**config.mk**
```make
export PLATFORM = sky130hd
export DESIGN_NAME = pc_rel_target_gen
export DESIGN_NICKNAME = d
export VERILOG_FILES = /design/src/rtl/pc_rel_pkg.sv /design/src/rtl/pipe_slice.sv /design/src/rtl/pc_rel_target_gen.sv
export SDC_FILE = /design/constraint.sdc
export NUM_CORES = 1
export LEC_CHECK = 0
export CORE_MARGIN = 1.5
export CORE_UTILIZATION = 50
export CTS_BUF_LIST = sky130_fd_sc_hd__clkbuf_16
export CTS_CLUSTER_SIZE = 24
export DETAILED_ROUTE_END_ITERATION = 16
export PLACE_DENSITY_LB_ADDON = 0.05
export SLEW_MARGIN = 20
export SYNTH_ARGS = -nofsm -noshare
export SYNTH_HDL_FRONTEND = slang
export SYNTH_SLANG_ARGS = --single-unit
export TNS_END_PERCENT = 100
```
**constraint.sdc**
```tcl
create_clock -name clk -period 5.8 [get_ports clk]
set_input_delay 1.74 -clock clk [delete_from_list [all_inputs] [get_ports clk]]
set_output_delay 1.74 -clock clk [all_outputs]
set_load 0.01 [all_outputs]
```
**src/rtl/pc_rel_pkg.sv**
```systemverilog
// rtl/pc_rel_pkg.sv - shared types and constants for the PC-relative target generator
//
// Purpose: operation encoding, instruction-alignment selectors and the AUIPC
// shift amount shared by pc_rel_target_gen and its bench.
// Ports: none (package).

package pc_rel_pkg;

  typedef enum logic [1:0] {
    OP_PASS   = 2'b00,
    OP_AUIPC  = 2'b01,
    OP_JAL    = 2'b10,
    OP_BRANCH = 2'b11
  } op_e;

  localparam int IALIGN_16   = 16;
  localparam int IALIGN_32   = 32;
  localparam int AUIPC_SHIFT = 12;

  // Only control-transfer targets are subject to the alignment check.
  function automatic logic is_target_op(input op_e op);
    return (op == OP_JAL) || (op == OP_BRANCH);
  endfunction

endpackage

```
**src/rtl/pipe_slice.sv**
```systemverilog
// rtl/pipe_slice.sv - generic valid/ready register stage with flush
//
// Purpose: one full-throughput pipeline register. Loads whenever it is empty
// or its consumer is taking the current entry; holds data stable otherwise.
// Ports:
//   clk, rst        clock, synchronous active-high reset
//   flush           drop the held entry and any entry offered this cycle
//   in_valid/in_ready/in_data     upstream handshake and payload
//   out_valid/out_ready/out_data  downstream handshake and payload

module pipe_slice #(
  parameter int W = 8
) (
  input  logic         clk,
  input  logic         rst,
  input  logic         flush,
  input  logic         in_valid,
  output logic         in_ready,
  input  logic [W-1:0] in_data,
  output logic         out_valid,
  input  logic         out_ready,
  output logic [W-1:0] out_data
);

  logic         valid_q;
  logic [W-1:0] data_q;
  logic         load;

  assign load      = !valid_q || out_ready;
  assign in_ready  = load;
  assign out_valid = valid_q;
  assign out_data  = data_q;

  always_ff @(posedge clk) begin
    if (rst) begin
      valid_q <= 1'b0;
      data_q  <= '0;
    end else begin
      // Flush wins over an accept offered in the same cycle.
      if (flush) begin
        valid_q <= 1'b0;
      end else if (load) begin
        valid_q <= in_valid;
      end
      // Data only moves on a real accept so idle outputs keep their last value.
      if (load && in_valid && !flush) begin
        data_q <= in_data;
      end
    end
  end

endmodule

```
**src/rtl/pc_rel_target_gen.sv**
```systemverilog
// rtl/pc_rel_target_gen.sv - two-stage pipelined PC-relative address generator
//
// Purpose: computes AUIPC results, JAL/branch targets and the link address
// (pc+4) with a valid/ready handshake, flush, and a saturating counter of
// delivered misaligned targets.
// Ports:
//   clk, rst          clock, synchronous active-high reset
//   flush             drop every in-flight entry at the next edge
//   in_valid/in_ready request handshake; in_op/in_pc/in_imm/in_tag request fields
//   out_valid/out_ready result handshake
//   out_result        computed address
//   out_link          in_pc + 4
//   out_misalign      JAL/BRANCH target violates IALIGN
//   out_tag           sideband tag of this result
//   misalign_cnt      saturating count of delivered misaligned results

module pc_rel_target_gen
  import pc_rel_pkg::*;
#(
  parameter int XLEN   = 32,
  parameter int IALIGN = 32,
  parameter int TAG_W  = 4,
  parameter int CNT_W  = 16
) (
  input  logic             clk,
  input  logic             rst,
  input  logic             flush,
  input  logic             in_valid,
  output logic             in_ready,
  input  logic [1:0]       in_op,
  input  logic [XLEN-1:0]  in_pc,
  input  logic [XLEN-1:0]  in_imm,
  input  logic [TAG_W-1:0] in_tag,
  output logic             out_valid,
  input  logic             out_ready,
  output logic [XLEN-1:0]  out_result,
  output logic [XLEN-1:0]  out_link,
  output logic             out_misalign,
  output logic [TAG_W-1:0] out_tag,
  output logic [CNT_W-1:0] misalign_cnt
);

  localparam int S1_W = 2 + 2 * XLEN + TAG_W;
  localparam int S2_W = 2 * XLEN + 1 + TAG_W;

  // S1: captured request
  logic            s1_valid;
  logic            s1_ready;
  logic [S1_W-1:0] s1_data;

  op_e             s1_op;
  logic [XLEN-1:0] s1_pc;
  logic [XLEN-1:0] s1_imm;
  logic [TAG_W-1:0] s1_tag;

  // Combinational compute between the two stages
  logic [XLEN-1:0] calc_result;
  logic [XLEN-1:0] calc_link;
  logic            calc_misalign;
  logic [S2_W-1:0] calc_data;

  logic [S2_W-1:0] s2_data;

  pipe_slice #(.W(S1_W)) u_s1 (
    .clk       (clk),
    .rst       (rst),
    .flush     (flush),
    .in_valid  (in_valid),
    .in_ready  (in_ready),
    .in_data   ({in_op, in_pc, in_imm, in_tag}),
    .out_valid (s1_valid),
    .out_ready (s1_ready),
    .out_data  (s1_data)
  );

  assign s1_op  = op_e'(s1_data[S1_W-1 -: 2]);
  assign s1_pc  = s1_data[S1_W-3 -: XLEN];
  assign s1_imm = s1_data[TAG_W+XLEN-1 -: XLEN];
  assign s1_tag = s1_data[TAG_W-1:0];

  always_comb begin
    calc_result   = s1_pc;
    calc_misalign = 1'b0;
    case (s1_op)
      OP_PASS:  calc_result = s1_pc;
      // Shifting within XLEN discards the imm bits that would fall off the top.
      OP_AUIPC: calc_result = s1_pc + (s1_imm << AUIPC_SHIFT);
      default:  calc_result = s1_pc + s1_imm;
    endcase
    if (is_target_op(s1_op)) begin
      if (IALIGN == IALIGN_16) begin
        calc_misalign = calc_result[0];
      end else begin
        calc_misalign = |calc_result[1:0];
      end
    end
  end

  assign calc_link = s1_pc + XLEN'(4);
  assign calc_data = {calc_result, calc_link, calc_misalign, s1_tag};

  pipe_slice #(.W(S2_W)) u_s2 (
    .clk       (clk),
    .rst       (rst),
    .flush     (flush),
    .in_valid  (s1_valid),
    .in_ready  (s1_ready),
    .in_data   (calc_data),
    .out_valid (out_valid),
    .out_ready (out_ready),
    .out_data  (s2_data)
  );

  assign out_result   = s2_data[S2_W-1 -: XLEN];
  assign out_link     = s2_data[TAG_W+XLEN -: XLEN];
  assign out_misalign = s2_data[TAG_W];
  assign out_tag      = s2_data[TAG_W-1:0];

  // A handshake coinciding with flush still counts: the consumer took it.
  always_ff @(posedge clk) begin
    if (rst) begin
      misalign_cnt <= '0;
    end else if (out_valid && out_ready && out_misalign && (misalign_cnt != '1)) begin
      misalign_cnt <= misalign_cnt + CNT_W'(1);
    end
  end

endmodule

```
## Word-level counts from Yosys, hierarchy flattened

Cells that the tools add are included.

- Word-level logic and storage cells: 31
- Memory bits (writable): 0
- Latch bits: 0
- Memories: 0
- ROM bits: 0
- Flip-flop bits (word level): 157
- Output and inout port bits: 87
- Bits of input ports: 75

- Divide/modulo/power cells: 0
- Reduce and logical (&&, ||, !) cells: 16
- Multipliers: 0
- Shifts and indexed selects: 0
- Bitwise gates (word level): 0
- Muxes and demuxes: 2
- Equal/unequal tests: 4
- $add $sub $neg: 4
- Magnitude comparators: 0

Operators by type and width:

| kind | count |
|---|---|
| $add A32 B32 Y32 | 2 |
| $pmux W32 S2 | 1 |
| $add A32 B3 Y32 const B | 1 |
| $add A16 B1 Y16 const B | 1 |
| $ne A16 B16 Y1 const B | 1 |
| $logic_and A1 B1 Y1 | 7 |
| $eq A2 B2 Y1 const B | 2 |
| $reduce_or A2 Y1 | 2 |
| $logic_not A1 Y1 | 3 |
| $logic_or A1 B1 Y1 | 3 |
| $eq A2 B1 Y1 const B | 1 |
| $logic_not A2 Y1 | 1 |
| $mux W1 | 1 |

## Longest topological paths before layout

- Depth in word-level cells: 5
- Mapped depth: 10

## Hierarchy

A second synthesis with hierarchy kept.

- Cells, all modules: 1199
- Area total of the unflattened synthesis: 10617.7 um^2

By module, submodules not included:

| module | area each (um^2) | times used | cells each | seq. area each (um^2) |
|---|---|---|---|---|
| pc_rel_target_gen | 4246.6 | 1 | 585 | 320.3 |
| pipe_slice (u_s1) | 3245.6 | 1 | 309 | 1421.4 |
| pipe_slice (u_s2) | 3125.5 | 1 | 305 | 1401.3 |

## Worst setup path before layout

OpenSTA, ideal clock, no wires.

- Path type: in2out
- Start point: input out_ready
- End point: output in_ready
- Cell stages on the path: 2
- Data arrival time: 2.087 ns
- Slack: 1.973 ns
- Buffers on the path: 0
- Cell sequence: and2b_1 -> nand2_1

- Longest elaborated chain between the ends: 2

Ends and longest elaborated chain:

| element | RTL line | source |
|---|---|---|
| start: declaration | pc_rel_target_gen.sv:35 | `input logic out_ready,` |
| $logic_or A1 B1 Y1 (2 in a row) | pipe_slice.sv:29 | `assign load = !valid_q \|\| out_ready;` |
| end: declaration | pc_rel_target_gen.sv:29 | `output logic in_ready,` |

Every way passes these cells.

## Final worst setup path

Same ends and word-level chain as after synthesis.

==> results by group <==
Global routing
  – GR peak layer: met2
  – Met2 global-route usage: about 48%
  – Remaining Overflow, GRT: 0
  – Vias in the first global route: 8,216
  – Met1 usage: 35.4%
  – GRT Util Overall: 28.1%
  – Pin count of the biggest net entering global routing: 99
  – GRT met3 Usage: 4.85%
  – First-pass GRT wire length: between 40 and 50 mm
  – Initial antenna violation count: 0

Finish
  – Nets: approximately 1.4k
  – Share of cells above drive strength 1: under 10%
  – # fillers: between 1.5k and 2k
  – Fin area: 0.0115 mm^2
  – P&R area growth vs syn: 25.1%
  – Antenna cells: 0

Timing
  – Clk_skew: 10.4 ps
  – Fmax: 0.206 GHz
  – Final setup fails: 0
  – Max-slew violations: 0
  – Hold Fails Final Rpt: 0
  – Tmin final: 4860 ps
  – Relative slew slack: 31.2%
  – RSZ-0062 raised after global routing: no
  – Worst-Margin Slew: 1030 ps
  – Final worst-path cycle share: roughly 84%
  – Final setup TNS: 0 ps

Synth
  – Synth top area share: between 30% and 40%
  – Primary FF master, synth: dfxtp_1
  – Top cells by count, synth: nand2_1, dfxtp_1, a21oi_1
  – Yosys reg bits: ~160
  – Avg Inst Size Synth: a little under 8 um^2
  – Area of the mapped netlist: 0.00918 mm^2
  – Synth area leader: dfxtp_1
  – Unique masters post-synth: 73
  – Syn. warnings: 0
  – Synthesized instance count: 1,156
  – Post-synth ARST share: 0%
  – Syn Nets: 1,285
  – Synth area leaders: dfxtp_1, nand2_1, a21oi_1, ha_1, nor2_1
  – Most common cell in the netlist: nand2_1
  – Post-synth EDFFs: 0
  – Post-synthesis sequential area ratio: 34.3%

Status
  – Run status: finished clean

Critical path
  – Critical Path Sink: in_ready
  – CP Launch Point: out_ready
  – FF-to-FF Start: u_s1.out_data[48]
  – Crit end category: output pin
  – FF-to-FF path depth: 10
  – CP max FO: 5
  – Worst EP required: 4060 ps
  – R2r endpoint: u_s2.out_data[61]
  – Kind of critical path: in2out
  – R2r setup slk: 2560 ps
  – Startpoint Class: input port
  – CP arrival: 3120 ps

Die
  – Rows: 49
  – Core area: 0.0180 mm^2
  – Io pins: 162
  – Die footprint: 0.0192 mm^2
  – Die H: 138 um
  – Initial Util: 51.1%
  – Die Width: 138 um

Drt
  – Routed WL: 26.9 mm
  – DRC: 0
  – Post-DRT Antenna Nets: 0
  – Vias per Instance: 5.78
  – DRT iter0 DRCs: 432
  – Drt wl/cell: roughly 18 um
  – Via count: approximately 9k
  – Length of the first detailed-routing pass in iterations: 6

Clocking
  – CTS max path bufs: 2
  – Clock latency at the later pin of the worst-skew pair: 440 ps
  – # hold bufs at CTS: 0
  – Number of buffers created by CTS: 17
  – Clock sink count: approximately 160
  – Clk root buf: clkbuf_16
  – Post-CTS setup buffers: 0
  – TritonCTS clock tree: built
  – Clock-pin transition on the worst setup and hold timing paths: 70 ps
  – Htree depth: 4
  – CTS resizes: 0

Placement
  – I/O Buffers: 161
  – Routability congestion estimate: approximately 0.93
  – Post-DP HPWL: 19.3 mm
  – Area after DPL: 0.0109 mm^2

Power
  – VDD IR max: 0.000197 V
  – Pwr dens: 228 mW/mm^2
  – Leak: 0.00443 uW

Job
  – Max-cap viol count: 0

Worst hold path
  – Hold Path Class: reg2reg
metrics by stage:
step / setup WS (ps) / hold slack [ps] / utilization [%] / std cells / power, uW
floorplan: 1970 / 432 / - / 1156 / 1370
detailed placement: 954 / 447 / 60.7 / 1490 / 1520
finish: 941 / 454 / 63.9 / 1522 / 2620
global placement: 976 / 442 / 60.7 / 1490 / 1510
CTS: 947 / 456 / 63.9 / 1522 / 2640
global route: 904 / 471 / 63.9 / 1522 / 2720
worst min-delay path by stage:
stage                      from  cells after the start          endpoint  slack (ps)
5_1_grt        u_s2.out_data[2]                      2  u_s2.out_data[2]         470
2_1_floorplan  u_s1.out_data[0]                      2  u_s2.out_data[0]         430
6_report       u_s2.out_data[2]                      2  u_s2.out_data[2]         450
3_3_place_gp   u_s1.out_data[3]                      2  u_s2.out_data[3]         440
3_5_place_dp   u_s2.out_data[2]                      2  u_s2.out_data[2]         450
4_1_cts        u_s2.out_data[2]                      2  u_s2.out_data[2]         460
registers in the layout, indices dropped and copies added, names as in the netlist:
signal	count
misalign_cnt	16
u_s1.out_data	70
u_s2.out_valid	1
u_s1.out_valid	1
u_s2.out_data	69
area by class of cell:
cell class / count / area (um^2) / share of cell area, %
inverter: 8 / 30.0 / 0.262
tap: 229 / 287 / 2.50
timing repair buffer: 170 / 1680 / 14.6
sequential: 157 / 3140 / 27.4
clock inverter: 15 / 161 / 1.41
clock buffer: 17 / 425 / 3.70
multi-input combinational: 926 / 5760 / 50.2
kinds of logic (layout without fill, tap and decap cells):
group	after synthesis	count (layout)	share of synthesized area (%)
AOI/OAI and AO/OA	338	338	23.9
xor gates and xnor gates	70	70	6.68
adders and majority gates	54	54	7.53
buffers and inverters	73	210	3.05
DFF	157	157	34.3
muxes	25	25	2.89
and+or+nand+nor	439	439	21.7
worst max-delay path: stages:
cell and delay (ps):
clkdlybuf4s50_1 470, and2b_1 240, nand2_1 120, clkdlybuf4s50_1 550
layer usage:
metal  part of all wire [%]  wire (um)
met5                      0          0
met4                    3.5        932
met3                    4.4       1180
met2                     48      12900
met1                     44      11900
layout by cell type (no fill, tap or decap), types with 10 or more instances in the layout:
cell type	n
o21ai_0	39
mux2i_1	22
nand4_1	13
xnor2_1	37
clkbuf_16	17
clkdlybuf4s50_1	160
nand3_1	22
a21oi_1	146
nor3_1	18
xor2_1	33
or3_1	12
a211oi_1	41
dfxtp_1	157
buf_4	10
nand2_1	217
and3_1	13
a21o_1	27
ha_1	52
nor2_1	95
nor2b_1	14
power breakdown:
group,internal [uW],switching [uW]
Clock,640,489
Combinational,157,176
Sequential,1110,47.9
Note: power is estimated with default switching activity, not from simulation.
